[config.mk]
export PLATFORM = sky130hd
export DESIGN_NAME = wb_dcache_evict_buffer
export DESIGN_NICKNAME = d
export VERILOG_FILES = /design/src/rtl/wb_dcache_evict_buffer.sv
export SDC_FILE = /design/constraint.sdc
export NUM_CORES = 1
export LEC_CHECK = 0
export CAP_MARGIN = 5
export CORE_MARGIN = 3
export CORE_UTILIZATION = 30
export CTS_CLUSTER_SIZE = 12
export DETAILED_ROUTE_END_ITERATION = 12
export PLACE_DENSITY_LB_ADDON = 0.08
export SLEW_MARGIN = 0
export SYNTH_ARGS = -nofsm -noshare
export SYNTH_HDL_FRONTEND = slang
export SYNTH_SLANG_ARGS = --single-unit
export TNS_END_PERCENT = 50
[constraint.sdc]
create_clock -name clk -period 8.6 [get_ports clk]
set_input_delay 0.86 -clock clk [delete_from_list [all_inputs] [get_ports clk]]
set_output_delay 0.86 -clock clk [all_outputs]
set_load 0.02 [all_outputs]
[src/rtl/wb_dcache_evict_buffer.sv]
// Write-back eviction buffer: queues dirty cache lines, drains them to memory over a
// req/ack port, and lets cache misses read lines still waiting in the queue.
module wb_dcache_evict_buffer #(
    parameter int DEPTH       = 4,
    parameter int ADDR_WIDTH  = 32,
    parameter int LINE_WIDTH  = 128,
    parameter int OFFSET_BITS = 4
) (
    input  logic                         clk,
    input  logic                         rst_n,
    input  logic                         evict_req_i,
    input  logic [ADDR_WIDTH-1:0]        evict_addr_i,
    input  logic [LINE_WIDTH-1:0]        evict_data_i,
    output logic                         evict_ready_o,
    input  logic                         lookup_req_i,
    input  logic [ADDR_WIDTH-1:0]        lookup_addr_i,
    output logic                         lookup_hit_o,
    output logic [LINE_WIDTH-1:0]        lookup_data_o,
    output logic                         mem_wr_req_o,
    output logic [ADDR_WIDTH-1:0]        mem_wr_addr_o,
    output logic [LINE_WIDTH-1:0]        mem_wr_data_o,
    input  logic                         mem_wr_ack_i,
    output logic                         empty_o,
    output logic [$clog2(DEPTH+1)-1:0]   count_o
);

    localparam int PTR_W = $clog2(DEPTH);
    localparam int CNT_W = $clog2(DEPTH+1);
    localparam logic [ADDR_WIDTH-1:0] LINE_MASK =
        {{(ADDR_WIDTH-OFFSET_BITS){1'b1}}, {OFFSET_BITS{1'b0}}};

    typedef enum logic [0:0] {
        IDLE = 1'b0,
        REQ  = 1'b1
    } state_t;

    state_t                  state_r;
    logic [PTR_W-1:0]        wr_ptr_r;
    logic [PTR_W-1:0]        rd_ptr_r;
    logic [CNT_W-1:0]        count_r;
    logic [CNT_W-1:0]        count_next_s;
    logic [DEPTH-1:0]        valid_r;
    logic [ADDR_WIDTH-1:0]   addr_mem_r [DEPTH];
    logic [LINE_WIDTH-1:0]   data_mem_r [DEPTH];
    logic                    push_s;
    logic                    pop_s;
    logic [DEPTH-1:0]        match_s;
    logic                    hit_s;
    logic [LINE_WIDTH-1:0]   hit_data_s;

    function automatic logic [ADDR_WIDTH-1:0] line_align(input logic [ADDR_WIDTH-1:0] addr);
        line_align = addr & LINE_MASK;
    endfunction

    assign evict_ready_o = (count_r != CNT_W'(DEPTH));
    assign push_s        = evict_req_i && evict_ready_o;
    assign pop_s         = (state_r == REQ) && mem_wr_ack_i;
    assign empty_o       = (count_r == CNT_W'(0));
    assign count_o       = count_r;
    assign mem_wr_req_o  = (state_r == REQ);
    assign mem_wr_addr_o = mem_wr_req_o ? addr_mem_r[rd_ptr_r] : {ADDR_WIDTH{1'b0}};
    assign mem_wr_data_o = mem_wr_req_o ? data_mem_r[rd_ptr_r] : {LINE_WIDTH{1'b0}};
    assign lookup_hit_o  = lookup_req_i && hit_s;
    assign lookup_data_o = lookup_hit_o ? hit_data_s : {LINE_WIDTH{1'b0}};

    // Next occupancy from the push/pop combination.
    always_comb begin
        count_next_s = count_r;
        case ({push_s, pop_s})
            2'b10:   count_next_s = count_r + CNT_W'(1);
            2'b01:   count_next_s = count_r - CNT_W'(1);
            default: count_next_s = count_r;
        endcase
    end

    // Pointers, occupancy, valid bits and the drain FSM.
    always_ff @(posedge clk) begin
        if (!rst_n) begin
            state_r  <= IDLE;
            wr_ptr_r <= '0;
            rd_ptr_r <= '0;
            count_r  <= '0;
            valid_r  <= '0;
        end else begin
            if (push_s) begin
                wr_ptr_r          <= wr_ptr_r + PTR_W'(1);
                valid_r[wr_ptr_r] <= 1'b1;
            end
            // A push never lands on the head slot while it is being popped.
            if (pop_s) begin
                rd_ptr_r          <= rd_ptr_r + PTR_W'(1);
                valid_r[rd_ptr_r] <= 1'b0;
            end
            count_r <= count_next_s;
            case (state_r)
                IDLE:    state_r <= (count_next_s != CNT_W'(0)) ? REQ : IDLE;
                REQ:     state_r <= (pop_s && (count_next_s == CNT_W'(0))) ? IDLE : REQ;
                default: state_r <= IDLE;
            endcase
        end
    end

    // Line storage; guarded by valid_r so it needs no reset.
    always_ff @(posedge clk) begin
        if (push_s) begin
            addr_mem_r[wr_ptr_r] <= line_align(evict_addr_i);
            data_mem_r[wr_ptr_r] <= evict_data_i;
        end
    end

    // Line-address compare against every live entry.
    always_comb begin
        match_s = '0;
        for (int j = 0; j < DEPTH; j++) begin
            match_s[j] = valid_r[j] && (addr_mem_r[j] == line_align(lookup_addr_i));
        end
    end

    // Walk from oldest to newest so the most recent re-eviction of a line wins.
    always_comb begin
        hit_s      = 1'b0;
        hit_data_s = {LINE_WIDTH{1'b0}};
        for (int i = 0; i < DEPTH; i++) begin
            if (match_s[rd_ptr_r + PTR_W'(i)]) begin
                hit_s      = 1'b1;
                hit_data_s = data_mem_r[rd_ptr_r + PTR_W'(i)];
            end else begin
                hit_s      = hit_s;
            end
        end
    end

endmodule

# After elaboration in Yosys (flattened, before gate mapping)
# Memories as Yosys holds them, arrays and structs flattened. A register that Yosys moved wholly into a read port is not among the register bits.
# Index checks and enable logic that the tools add are counted.
# Widths: inputs -> output; s select.
[classes]
add_sub_neg = 6
order_cmp = 7
eq_ne = 7
n_mux = 36
n_bitwise = 4
reduce_logical = 13
[ops]
columns = ["cell", "n"]
rows = [
  ["$mux 128", 6],
  ["$eq 32x32->1", 4],
  ["$mux 32", 1],
  ["$lt 2x3->1 const B", 5],
  ["$mux 1", 14],
  ["$mux 4", 3],
  ["$logic_and 1x1->1", 10],
  ["$bmux 1 s2", 4],
  ["$mux 2", 4],
  ["$logic_not 3->1", 2],
  ["$pmux 3 s2", 1],
  ["$add 2x1->2 const B", 2],
  ["$add 2x2->2 const B", 2],
  ["$and 4x4->4", 1],
  ["$demux 1 s2", 2],
  ["$ge 2x1->1 const B", 2],
  ["$not 4->4", 1],
  ["$or 4x4->4", 1],
  ["$add 3x1->3 const B", 1],
  ["$ne 3x3->1 const B", 1],
  ["$reduce_bool 3->1", 1],
  ["$sub 3x1->3 const B", 1],
  ["$eq 2x1->1 const B", 1],
  ["$eq 2x2->1 const B", 1],
  ["other kinds (2)", 2],
]
[totals]
reg_bits = 12
ramBits = 624
out_inout_bits = 295
mem_count = 2
[memory_table]
columns = ["memory", "words", "width", "rd", "rd_ports_with_merged_regs", "write_ports", "line", "text"]
rows = [
  ["data_mem_r", 4, 128, 4, 1, 1, "44", "logic [LINE_WIDTH-1:0] data_mem_r [DEPTH];"],
  ["addr_mem_r", 4, 28, 5, 1, 1, "43", "logic [ADDR_WIDTH-1:0] addr_mem_r [DEPTH];"],
]

# Logic depth before layout (Yosys ltp)
# An unclocked memory read counts as a cell.
[logic_depth]
depth_word = 11
mapped_depth = 13
mapped_depth_nobuf = 12

# Worst setup path after synthesis
# OpenSTA, ideal clock, no wires.
[synth_path]
path_kind = "in2reg"
startpoint = "in evict_req_i"
endpoint = "mem addr_mem_r[0][0] in the netlist's numbering, enable pin"
setup_time_ns = 0.537
t_arrival_ns = 4.504
t_required_ns = 8.063
setup_slack_ns = 3.559
stages = 1
path_buffers = 0
cell_sequence = "and3_1"
[synth_via]
elab_chain_cells = 3
[synth_rtl]
columns = ["item", "line", "text"]
rows = [
  ["start: declaration", "11", "input logic evict_req_i,"],
  ["$logic_and 1x1->1", "56", "assign push_s = evict_req_i && evict_ready_o;"],
  ["$mux 1", "105", "if (push_s) begin"],
  ["$mux 1 (implied by the code)", "106", "addr_mem_r[wr_ptr_r] <= line_align(evict_addr_i);"],
  ["end: declaration", "43", ""],
]
# No other way between the ends.

# Final worst setup path
[layout_path]
startpoint = "reg rd_ptr_r[0]"
endpoint = "out lookup_data_o[107]"
[layout_via]
elab_chain_cells = 8
elab_cells_between_ends = 22
classes_between = "3 x add/sub; 17 x mux; 1 x reduce/logical; 1 x memory"
[layout_rtl]
columns = ["item", "line", "text"]
rows = [
  ["start: declaration", "39", "logic [PTR_W-1:0] rd_ptr_r;"],
  ["start signal: assignment", "91", "rd_ptr_r <= rd_ptr_r + PTR_W'(1);"],
  ["$add 2x1->2 or $bmux 1 s2 (tied branches)", "124, 126", ""],
  ["$bmux 1 s2 or $mux 1 (tied branches)", "124", "if (match_s[rd_ptr_r + PTR_W'(i)]) begin"],
  ["$mux 1 (implied by the code)", "124", ""],
  ["$mux 1 (3 in series)", "124", ""],
  ["$logic_and 1x1->1", "63", "assign lookup_hit_o = lookup_req_i && hit_s;"],
  ["$mux 128 *", "64", "assign lookup_data_o = lookup_hit_o ? hit_data_s : {LINE_WIDTH{1'b0}};"],
  ["end: declaration", "18", "output logic [LINE_WIDTH-1:0] lookup_data_o,"],
]
# Mark *: on every way between the ends. The rest lies on a longest branch, timed or not. The select of a mux whose other input is x is not followed.

==> impl_metrics.tcl <==
set metrics [dict create \
    outcome "finished, final reports clean" \
    grt_pass1_wl_um 211000 \
    synthArstFlopShare 0 \
    total_leakage_power_uw 0.0135 \
    numCtsBuffers 83 \
    io_buffer_count 479 \
    critPathKind "flop to primary output" \
    ctsResizeCount 0 \
    ys_types 43 \
    ys.flop_type "edfxtp_1" \
    fillers 11900 \
    rsz0062_at_grt "false" \
    finalSetupTns_ps 0 \
    rows 130 \
    whs_ps 508 \
    synthMuxAreaShare 0.239 \
    place_inst 4910 \
    postSynthCellCount 3032 \
    fin_crit_ps 6850 \
    synthXorXnorAreaFrac 0.0267 \
    die_h_um 364 \
    max_slew_margin 0.284 \
    num_vias 29100 \
    final_cells 5082 \
    ys_warn_count 0 \
    path_cells "clkinv_1, ha_4, buf_4, buf_4, nand2_1, o21ai_0, nand3_1, a31oi_1, clkdlybuf4s50_1" \
    grt_overflow 0 \
    slowest_stage "dfxtp_4" \
    synth-simple-area-share 0.0833 \
    ys_seq_elements 638 \
    final_area_sq_um 47100 \
    clock_latency_ps 650 \
    wl_um 147000 \
    synth_compound_area_frac 0.116 \
    drive_gt1_frac 0.178 \
    nNetsFinal 3552 \
    die_w_um 364 \
    cp_data_arrival_time_ps 5990 \
    skew_ps 15.7 \
    remaining_drc_errors 0 \
    min_path_type "flop to flop" \
    synth_top_family_by_area "multiplexers" \
    netlist_area_sq_um 38400 \
    firstDrtPassIters 6 \
    cap_violations 0 \
    fmax_mhz 146 \
    synth_edf_count 624 \
    finalPower_uw 10700 \
    power.density_nw_per_um2 227 \
    worst_pin_slew_ps 1070 \
    clk_pin_slew_worst_paths_ps 50 \
    dieArea_sq_um 132000 \
    cp_slowest_stage_delay_ps 910 \
    synth.avg_cell_area_sq_um 12.7 \
    hold_violations 0 \
    areaGrowthSynthToFinish_pct 22.6 \
    synth_fa_ha_area_frac 0.00345 \
    reg2reg_slack_ps 5230 \
    grt_pass1_vias 30800 \
    gp_congestion 0.799 \
    antenna_found_initial 30 \
    grt_max_degree 225 \
    start_util 0.304 \
    place_area_sq_um 44500 \
    final_antenna_net_count 0 \
    cts_max_level 3 \
    worst-path-max-fanout 86 \
    ios 492 \
    grt.total_usage 0.217 \
    crit_path_frequent_cell "buf_4" \
    dpl.hpwl_um 82300 \
    endpoint_kind "primary output" \
    viasPerCell 5.72 \
    wire_per_inst_um 28.9 \
    cts.sink_count 638 \
    ys_seq_area_frac 0.495 \
    crit_required_ps 7740 \
    timing.final.crit_share 0.797 \
    root_buffer "clkbuf_16" \
    core_area_sq_um 126000 \
    drv_slew 0 \
    cts_tree "built" \
    final-setup-viol-count 0 \
    post-cts-setup-buffers 0 \
    hold_buffers 0 \
    cts_buffer_depth 3 \
    cp-start-kind "flop" \
    drtIter0Drc 2270 \
    ir_drop_mv 0.199 \
]
==> layout by cell type, fill, tap and decap left out, drive strengths merged, types with 129 or more instances in the layout <==
master and instances:
clkdlybuf4s50 479, a21oi 260, mux4 286, nand3 132, edfxtp 624, and2 166
o21ai 257, nand2 141, nor2 135, mux2i 129
==> logic make-up (layout without fill, tap and decap cells) <==
group,Yosys count,count (layout)
compound gates,785,785
flops,638,638
simple gates,629,629
mux,543,543
buf+inv,309,687
xor+xnor,117,117
fa+ha+maj,10,10
other cells,1,23
==> flip-flops by register name (all words and copies together), names as in the netlist, named ones only <==
signal and count:
wr_ptr_r 2, mem_wr_req_o 1, addr_mem_r 112, count_o 3, rd_ptr_r 2, valid_r 4
data_mem_r 512
==> layer usage <==
metal	track usage	wire, um	vias to the layer above
li1	-	-	12600
met1	0.275	60100	15000
met2	0.362	71200	1212
met3	0.0483	10900	279
met4	0.0816	4470	10
met5	0	69	-
==> worst max-delay path, delay by kind of cell (launching register included) <==
| kind | cells | cell delay [ps] |
|---|---|---|
| buffers and inverters | 4 | 2750 |
| DFF | 1 | 910 |
| adders and majority gates | 1 | 730 |
| AOI/OAI and AO/OA | 2 | 550 |
| and+or+nand+nor | 2 | 220 |
==> Yosys cell counts, drive strengths merged, types with 129 or more instances <==
library cell,instances,area (sq um)
edfxtp,624,18700
mux4,286,6440
a21oi,260,1300
o21ai,257,1290
and2,166,1040
clkbuf,166,624
nand2,141,529
nor2,135,507
buf,133,719
nand3,132,661
mux2i,129,1290
==> power by group <==
part           internal, uW  switching (uW)  total, uW
Sequential             3730             246       3980
Combinational          1560            1990       3550
Clock                  1840            1350       3180
Total                  7130            3580      10700
==> layout make-up <==
type	instances	area, sq um	share of cell area
diodes	19	47.5	0.00101
clock buffers	103	2190	0.0466
clock inverters	50	292	0.00619
inverters	10	37.5	0.000797
multi-input cells	2088	18100	0.385
flip-flops and latches	638	19000	0.404
well taps	1650	2060	0.0439
repair buffers	524	5300	0.112
==> path summary, 6_finish.rpt <==
kind / start / to / cells after the start
max: rd_ptr_r[0] / lookup_data_o[107] / 9
max reg2reg: rd_ptr_r[0] / rd_ptr_r[1] / 5
min: valid_r[1] / valid_r[1] / 1
min reg2reg: valid_r[1] / valid_r[1] / 1
==> metrics by stage <==
stage                util  setup slack [ps]
floorplan               -              3560
global placement    0.352              2260
detailed placement  0.352              2250
CTS                 0.372              1560
global route        0.372              1320
finish              0.372              1750
No activity file was read; power rests on OpenSTA's default activity.
